$ cat config.mk
export PLATFORM = sky130hd
export DESIGN_NAME = uart_tx
export DESIGN_NICKNAME = d
export VERILOG_FILES = /design/src/rtl/uart_pkg.sv /design/src/rtl/uart_bit_timer.sv /design/src/rtl/uart_tx.sv
export SDC_FILE = /design/constraint.sdc
export NUM_CORES = 1
export LEC_CHECK = 0
export CORE_MARGIN = 2
export CORE_UTILIZATION = 66
export DETAILED_ROUTE_END_ITERATION = 16
export DONT_BUFFER_PORTS = 1
export PLACE_DENSITY = 0.82
export SLEW_MARGIN = 20
export SYNTH_ARGS = -nofsm -noshare
export SYNTH_HDL_FRONTEND = slang
export SYNTH_SLANG_ARGS = --single-unit
$ cat constraint.sdc
create_clock -name i_clk -period 5.88 [get_ports i_clk]
set_input_delay 1.176 -clock i_clk [delete_from_list [all_inputs] [get_ports i_clk]]
set_output_delay 1.176 -clock i_clk [all_outputs]
set_load 0.01 [all_outputs]
$ cat src/rtl/uart_pkg.sv
// Shared UART definitions: FSM state codes, data-width decode and parity-type constants.
// Used by both the transmitter and the receiver.
package uart_pkg;

    localparam logic [2:0] ST_IDLE   = 3'd0;
    localparam logic [2:0] ST_START  = 3'd1;
    localparam logic [2:0] ST_DATA   = 3'd2;
    localparam logic [2:0] ST_PARITY = 3'd3;
    localparam logic [2:0] ST_STOP   = 3'd4;

    localparam logic [1:0] DBITS_5 = 2'b00;
    localparam logic [1:0] DBITS_6 = 2'b01;
    localparam logic [1:0] DBITS_7 = 2'b10;
    localparam logic [1:0] DBITS_8 = 2'b11;

    localparam logic PARITY_EVEN = 1'b1;
    localparam logic PARITY_ODD  = 1'b0;

    function automatic logic [7:0] dataMask(input logic [1:0] num);
        case (num)
            DBITS_5: dataMask = 8'h1F;
            DBITS_6: dataMask = 8'h3F;
            DBITS_7: dataMask = 8'h7F;
            DBITS_8: dataMask = 8'hFF;
            default: dataMask = 8'hFF;
        endcase
    endfunction

    // Index of the last data bit, so the DATA state can compare against a 3-bit counter
    function automatic logic [2:0] lastBitIdx(input logic [1:0] num);
        case (num)
            DBITS_5: lastBitIdx = 3'd4;
            DBITS_6: lastBitIdx = 3'd5;
            DBITS_7: lastBitIdx = 3'd6;
            DBITS_8: lastBitIdx = 3'd7;
            default: lastBitIdx = 3'd7;
        endcase
    endfunction

endpackage

$ cat src/rtl/uart_bit_timer.sv
// Oversample tick counter: o_bit_end marks the last tick of a bit period.
// Held at zero while i_clear is high so every frame starts on a fresh bit.
module uart_bit_timer #(
    parameter int OVERSAMPLE = 16
) (
    input  logic i_clk,
    input  logic i_rst,
    input  logic i_tick,
    input  logic i_clear,
    output logic o_bit_end
);

    localparam int CW = $clog2(OVERSAMPLE);
    localparam logic [CW-1:0] LAST = CW'(OVERSAMPLE - 1);

    logic [CW-1:0] r_count;

    assign o_bit_end = i_tick && (r_count == LAST);

    always_ff @(posedge i_clk or posedge i_rst) begin
        if (i_rst) begin
            r_count <= '0;
        end else if (i_clear) begin
            r_count <= '0;
        end else if (i_tick) begin
            r_count <= (r_count == LAST) ? '0 : r_count + CW'(1);
        end
    end

endmodule

$ cat src/rtl/uart_tx.sv
// UART transmitter: 5-8 data bits, optional parity, 1/2 stop bits, LSB first.
// Define UART_TX_CTS_EN to make acceptance additionally wait for i_cts_n low.
module uart_tx
    import uart_pkg::*;
#(
    parameter int OVERSAMPLE = 16
) (
    input  logic       i_clk,
    input  logic       i_rst,
    input  logic       i_tick,
    input  logic       i_tx_start,
    input  logic [7:0] i_tx_data,
    input  logic [1:0] i_data_bit_num,
    input  logic       i_stop_bit_num,
    input  logic       i_parity_en,
    input  logic       i_parity_type,
    input  logic       i_cts_n,
    output logic       o_tx,
    output logic       o_tx_busy,
    output logic       o_tx_done
);

    logic [2:0] r_state;
    logic [7:0] r_shift;
    logic [2:0] r_bitCnt;
    logic [2:0] r_lastBit;
    logic       r_stopTwo;
    logic       r_stopCnt;
    logic       r_parEn;
    logic       r_parBit;
    logic       r_tx;
    logic       r_busy;
    logic       r_done;

    logic       w_bitEnd;
    logic       w_ctsOk;
    logic       w_accept;
    logic [7:0] w_masked;
    logic       w_parBit;

`ifdef UART_TX_CTS_EN
    assign w_ctsOk = ~i_cts_n;
`else
    // Flow control compiled out: cts_n is referenced but can never block acceptance
    assign w_ctsOk = 1'b1 | i_cts_n;
`endif

    // r_done gates acceptance so a request coinciding with the done pulse waits one clk
    assign w_accept = (r_state == ST_IDLE) && i_tx_start && !r_done && w_ctsOk;
    assign w_masked = i_tx_data & dataMask(i_data_bit_num);

    always_comb begin
        w_parBit = 1'b0;
        case (i_parity_type)
            PARITY_EVEN: w_parBit = ^w_masked;
            PARITY_ODD:  w_parBit = ~^w_masked;
            default:     w_parBit = 1'b0;
        endcase
    end

    uart_bit_timer #(
        .OVERSAMPLE(OVERSAMPLE)
    ) u_bit_timer (
        .i_clk    (i_clk),
        .i_rst    (i_rst),
        .i_tick   (i_tick),
        .i_clear  (r_state == ST_IDLE),
        .o_bit_end(w_bitEnd)
    );

    always_ff @(posedge i_clk or posedge i_rst) begin
        if (i_rst) begin
            r_state   <= ST_IDLE;
            r_shift   <= '0;
            r_bitCnt  <= '0;
            r_lastBit <= '0;
            r_stopTwo <= 1'b0;
            r_stopCnt <= 1'b0;
            r_parEn   <= 1'b0;
            r_parBit  <= 1'b0;
            r_tx      <= 1'b1;
            r_busy    <= 1'b0;
            r_done    <= 1'b0;
        end else begin
            r_done <= 1'b0;
            case (r_state)
                ST_IDLE: begin
                    r_tx <= 1'b1;
                    if (w_accept) begin
                        r_state   <= ST_START;
                        r_tx      <= 1'b0;
                        r_busy    <= 1'b1;
                        r_shift   <= w_masked;
                        r_lastBit <= lastBitIdx(i_data_bit_num);
                        r_stopTwo <= i_stop_bit_num;
                        r_parEn   <= i_parity_en;
                        r_parBit  <= w_parBit;
                        r_bitCnt  <= '0;
                        r_stopCnt <= 1'b0;
                    end
                end
                ST_START: begin
                    if (w_bitEnd) begin
                        r_state <= ST_DATA;
                        r_tx    <= r_shift[0];
                    end
                end
                ST_DATA: begin
                    if (w_bitEnd) begin
                        if (r_bitCnt == r_lastBit) begin
                            r_state <= r_parEn ? ST_PARITY : ST_STOP;
                            r_tx    <= r_parEn ? r_parBit : 1'b1;
                        end else begin
                            r_bitCnt <= r_bitCnt + 3'd1;
                            r_shift  <= {1'b0, r_shift[7:1]};
                            r_tx     <= r_shift[1];
                        end
                    end
                end
                ST_PARITY: begin
                    if (w_bitEnd) begin
                        r_state <= ST_STOP;
                        r_tx    <= 1'b1;
                    end
                end
                ST_STOP: begin
                    if (w_bitEnd) begin
                        if (r_stopCnt == r_stopTwo) begin
                            r_state <= ST_IDLE;
                            r_busy  <= 1'b0;
                            r_done  <= 1'b1;
                        end else begin
                            r_stopCnt <= 1'b1;
                        end
                    end
                end
                default: begin
                    r_state <= ST_IDLE;
                    r_tx    <= 1'b1;
                    r_busy  <= 1'b0;
                end
            endcase
        end
    end

    assign o_tx      = r_tx;
    assign o_tx_busy = r_busy;
    assign o_tx_done = r_done;

endmodule

==> run metrics, run 1 <==
status=completed; total negative slack=0 ns; wirelength, routed=2.76 mm; PwrDens=364 mW/mm^2; layout cells sized above 1=0.137; Synth warnings=0; post-layout min period=2.33 ns; antenna violations before repair=0; Post-synth EDFFs=0; Final Skew=0.00766 ns; starting density of the core=0.702; Area contributors post-synth=dfrtp_1, mux2_4, nand2_1; critical path class=register to register; I/O Buffers=0; maximum vdd drop=0.287 mV; fill count=162; Root Buffer=clkbuf_4; drt via density=5.96; top-level I/O count=21; Synth Register Bits=28; Tot GR Track Use=0.236; hold path cells=1; Die Area=0.00276 mm^2; routability cong.=0.798; main flop type after synthesis=dfrtp_1; biggest area consumer among synthesized cells=dfrtp_1; Worst setup EP type=register; WL/cell=15.8 um; worst hold path type=register to register; PnR worst setup slack=3.55 ns; Static Leakage=0.690 nW; CTS sink count=28; gr ovfl total=0; max cap viols=0; Die Width=52.5 um; pin count of the biggest net entering global routing=29; cells on worst reg2reg path=4; TritonRoute pass-1 iters=4; Non-Filler Instances=174; final hold vios=0; H-tree Lvls=1; Largest stage delay, worst path=0.65 ns; RSZ-0062 raised after global routing=false; first-pass GRT wire length=4.75 mm; placement row count=17; fin area=0.00159 mm^2; clk_lat worst skew=0.33 ns; Syn Area/Cell=10.6 um^2; DRT antenna net count=0; DR iter-0 viols=22; # Post-CTS Setup Buffers=0; DRC Markers=0; hold buffers post-CTS=0; most common cell after layout, fill and taps aside=dfrtp_1; most frequent cells in the layout=dfrtp_1, nand2_1, o21ai_0, mux2_4; CTS tree=yes; crit path DAT=2.55 ns; CTS buffer count=3; Mapped Cells=147; Setup-failing EPs final=0; FMAX=429 MHz; die height=52.5 um; final max-slew violation count=0; core area=0.00221 mm^2; clk buf depth=2; number of global-route vias before repair=1102; synth unique cells=41; slowest stage cell, crit path=nor3b_4; diodes inserted=0; hpwl dp=1.98 mm; CTS resizes=0; total power=0.579 mW; Place WS=3.28 ns; Data required, critical path=6.10 ns; synthesis-to-finish area growth=2.50%; startpoint types=register; Post-DP Area=0.00157 mm^2; final period utilization=0.396; Syn Nets=167; final net count=167; DR vias=1037; # placed instances=170; Finished Core Util=0.719; asr flop ratio synth=1.00; Synth Cell Area=0.00155 mm^2; Least-Margin Pin Slew=0.940 ns; worst-path cell chain=nor3b_4, o31ai_2, a22oi_4, mux2_4; sequential share of the synthesized area=0.452; clk slew on worst S/H paths=0.15 ns; WHS=0.503 ns; Rel. slew slack=0.369; post-synth top area share=0.435; worst-path fanout max=15
-- metal layers --
layer	track usage	vias up	routed length, um
met5	0	-	0
met4	0.0897	0	17
met3	0.0314	2	77
met2	0.413	13	1430
met1	0.294	506	1240
li1	-	516	-
-- state kept, by name, summed over array words and instances, names as in the netlist --
| signal | flops |
|---|---|
| r_state | 3 |
| r_shift | 8 |
| r_parBit | 1 |
| r_lastBit | 3 |
| r_bitCnt | 3 |
| u_bit_timer.r_count | 4 |
| r_stopTwo | 1 |
| o_tx_busy | 1 |
| o_tx | 1 |
| r_stopCnt | 1 |
| o_tx_done | 1 |
| r_parEn | 1 |
-- power breakdown --
part           total [mW]  internal [mW]  switching, mW
clock network      0.0808         0.0266         0.0542
logic               0.181         0.0995         0.0816
registers           0.317          0.257         0.0601
total               0.579          0.383          0.196
-- critical path, delay by kind of cell (launching register included) --
| family | cells | cell delay [ns] |
|---|---|---|
| compound gates | 2 | 0.68 |
| flops | 1 | 0.54 |
| mux | 1 | 0.34 |
| simple gates | 1 | 0.65 |
-- path summary, 6_finish.rpt --
kind                                    from           end  slack (ns)
worst min-delay path            r_lastBit[2]  r_lastBit[2]        0.50
worst max-delay path              r_state[0]    r_shift[6]        3.55
max in group asynchronous              i_rst    r_shift[7]        4.64
min in group asynchronous              i_rst    r_state[0]        0.81
worst min register to register  r_lastBit[2]  r_lastBit[2]        0.50
worst max register to register    r_state[0]    r_shift[6]        3.55
-- cell type report --
type,count,area [um^2],area share
multi-input combinational,108,806,0.506
inverter,6,22.5,0.0142
tap,28,35.0,0.0220
clock buffer,4,26.3,0.0165
sequential,28,702,0.441
-- synthesized netlist by cell type (3+ instances only) --
library cell and instances:
a21oi_1 4, buf_2 3, dfrtp_1 27, inv_1 6
mux2_2 5, mux2_4 7, mux2i_1 5, nand2_1 21
nand2b_1 5, nand3_1 4, nor2_1 5, nor3_1 3
o21ai_0 9, xnor2_1 5, xor2_1 5
-- cells by family (layout without fill, tap and decap cells) --
| group | count (synthesis) | in the layout | synth area share |
|---|---|---|---|
| buffers and inverters | 11 | 10 | 0.0290 |
| XOR/XNOR | 11 | 11 | 0.0709 |
| multiplexers | 17 | 17 | 0.136 |
| AND/OR/NAND/NOR | 51 | 51 | 0.172 |
| AO/OA/AOI/OAI | 27 | 27 | 0.123 |
| flip-flops | 28 | 28 | 0.452 |
| adder cells (fa/ha/maj) | 2 | 2 | 0.0161 |
Note: power is estimated with default switching activity, not from simulation.
==> inputs of run 2 (changes only) <==
CORE_UTILIZATION = 62   (was 66)
PLACE_DENSITY = 0.78   (was 0.82)
clock period = 2.3 ns   (was 5.88 ns; I/O delays follow)
==> run 2 against run 1 <==
Sequential power increased to 2.5 times the previous value. Die area increased by 6.0%. Utilization decreased by 4.8 points. Count of clock-buffer cells in the layout unchanged.
==> run metrics, run 2 (synthesized netlist as in run 1, its figures left out) <==
status=completed; combinational power share=0.313; placement row count=18; clk_lat worst skew=0.33 ns; maximum vdd drop=0.606 mV; fill count=182; TritonRoute pass-1 iters=4; CTS resizes=0; WHS=0.0466 ns; Reg power frac=0.527; worst-path fanout max=10; top-level I/O count=21; Reg with most FFs=r_shift; total negative slack=0 ns; worst hold path type=input pin to async pin; Final Skew=0.00351 ns; clk slew on worst S/H paths=0.15 ns; # Post-CTS Setup Buffers=0; critical path class=register to register; DRT antenna net count=0; Data required, critical path=2.54 ns; Least-Margin Pin Slew=0.477 ns; drt via density=6.04; core area=0.00243 mm^2; RSZ-0062 raised after global routing=false; DR vias=1087; final net count=171; number of global-route vias before repair=1068; final max-slew violation count=0; switching share of power=0.335; routability cong.=0.797; internal power=1.02 mW; total power=1.53 mW; post-layout min period=2.03 ns; Root Buffer=clkbuf_4; hold buffers post-CTS=0; most common cell after layout, fill and taps aside=dfrtp_1; Post-DP Area=0.00160 mm^2; die height=54.0 um; antenna violations before repair=0; diodes inserted=0; pin count of the biggest net entering global routing=29; PwrDens=938 mW/mm^2; crit path DAT=2.27 ns; WL/cell=15.3 um; area occupied by registers=702 um^2; wirelength, routed=2.75 mm; DR iter-0 viols=27; clk buf depth=2; gr ovfl total=0; Worst setup EP type=register; final hold vios=0; layout cells sized above 1=0.167; Setup-failing EPs final=0; CTS tree=yes; startpoint types=register; DRC Markers=0; H-tree Lvls=1; Die Area=0.00292 mm^2; final period utilization=0.882; Largest register FFs=8; top flop regs=r_shift: 8 flops, u_bit_timer.r_count: 4 flops; synthesis-to-finish area growth=5.24%; max cap viols=0; NetSw=0.514 mW; most frequent cells in the layout=dfrtp_1, nand2_1, o21ai_0, mux2_4, inv_1; Rel. slew slack=0.680; clock network fraction of total power=0.159; area of the multi-input gates=806 um^2; Static Leakage=0.720 nW; starting density of the core=0.638; Tot GR Track Use=0.222; CTS sink count=28; I/O Buffers=0; Die Width=54.0 um; FMAX=493 MHz; hpwl dp=2.05 mm; fin area=0.00163 mm^2; first-pass GRT wire length=4.62 mm; CTS buffer count=3
run 2: cell count changes in the layout (fill, tap and decap cells not counted), sizes merged:
| cell | delta |
|---|---|
| buf | +4 |
| clkinv | -1 |
| inv | +1 |
run 2: layout make-up:
cell class	instances	area share
inverters	6	0.0138
clock buffers	4	0.0222
well taps	30	0.0230
multi-input cells	108	0.493
repair buffers	4	0.0184
flip-flops and latches	28	0.430
run 2: power by group through the flow:
stage | combinational (mW) | clock (mW) | sequential, mW
finish | 0.480 | 0.244 | 0.808
global route | 0.541 | 0.264 | 0.830
CTS | 0.486 | 0.248 | 0.808
detailed placement | 0.487 | 0 | 0.815
global placement | 0.459 | 0 | 0.804
floorplan | 0.430 | 0 | 0.757
run 2: stage by stage:
step                      setup slack, ns  utilization  cells
after detailed placement            0.324        0.657    176
after floorplan                     0.418            -    147
after CTS                           0.304        0.672    180
after global routing                0.185        0.672    180
final                               0.270        0.672    180
after global placement              0.355        0.657    176
run 2: critical path: stages (launching register included):
cell and delay (ns):
dfrtp_1 0.54, nor3_2 0.39, nand2b_1 0.18, a22oi_4 0.47, mux2_4 0.35
run 2: final timing paths:
kind / cells after the start / slack, ns / to / start
worst max-delay path: 4 / 0.27 / r_shift[6] / r_state[0]
worst min-delay path: 2 / 0.05 / r_shift[3] / i_rst
worst max register to register: 4 / 0.27 / r_shift[6] / r_state[0]
worst min register to register: 2 / 0.50 / r_parBit / r_parBit
max in group asynchronous: 2 / 1.95 / o_tx / i_rst
min in group i_clk: 2 / 0.22 / r_lastBit[1] / i_data_bit_num[1]
run 2: layer usage:
| layer | global-route usage | share of wire | up-vias |
|---|---|---|---|
| li1 | - | - | 524 |
| met1 | 0.269 | 0.45 | 535 |
| met2 | 0.398 | 0.49 | 26 |
| met3 | 0.0306 | 0.045 | 2 |
| met4 | 0.0792 | 0.0094 | 0 |
| met5 | 0 | 0 | - |
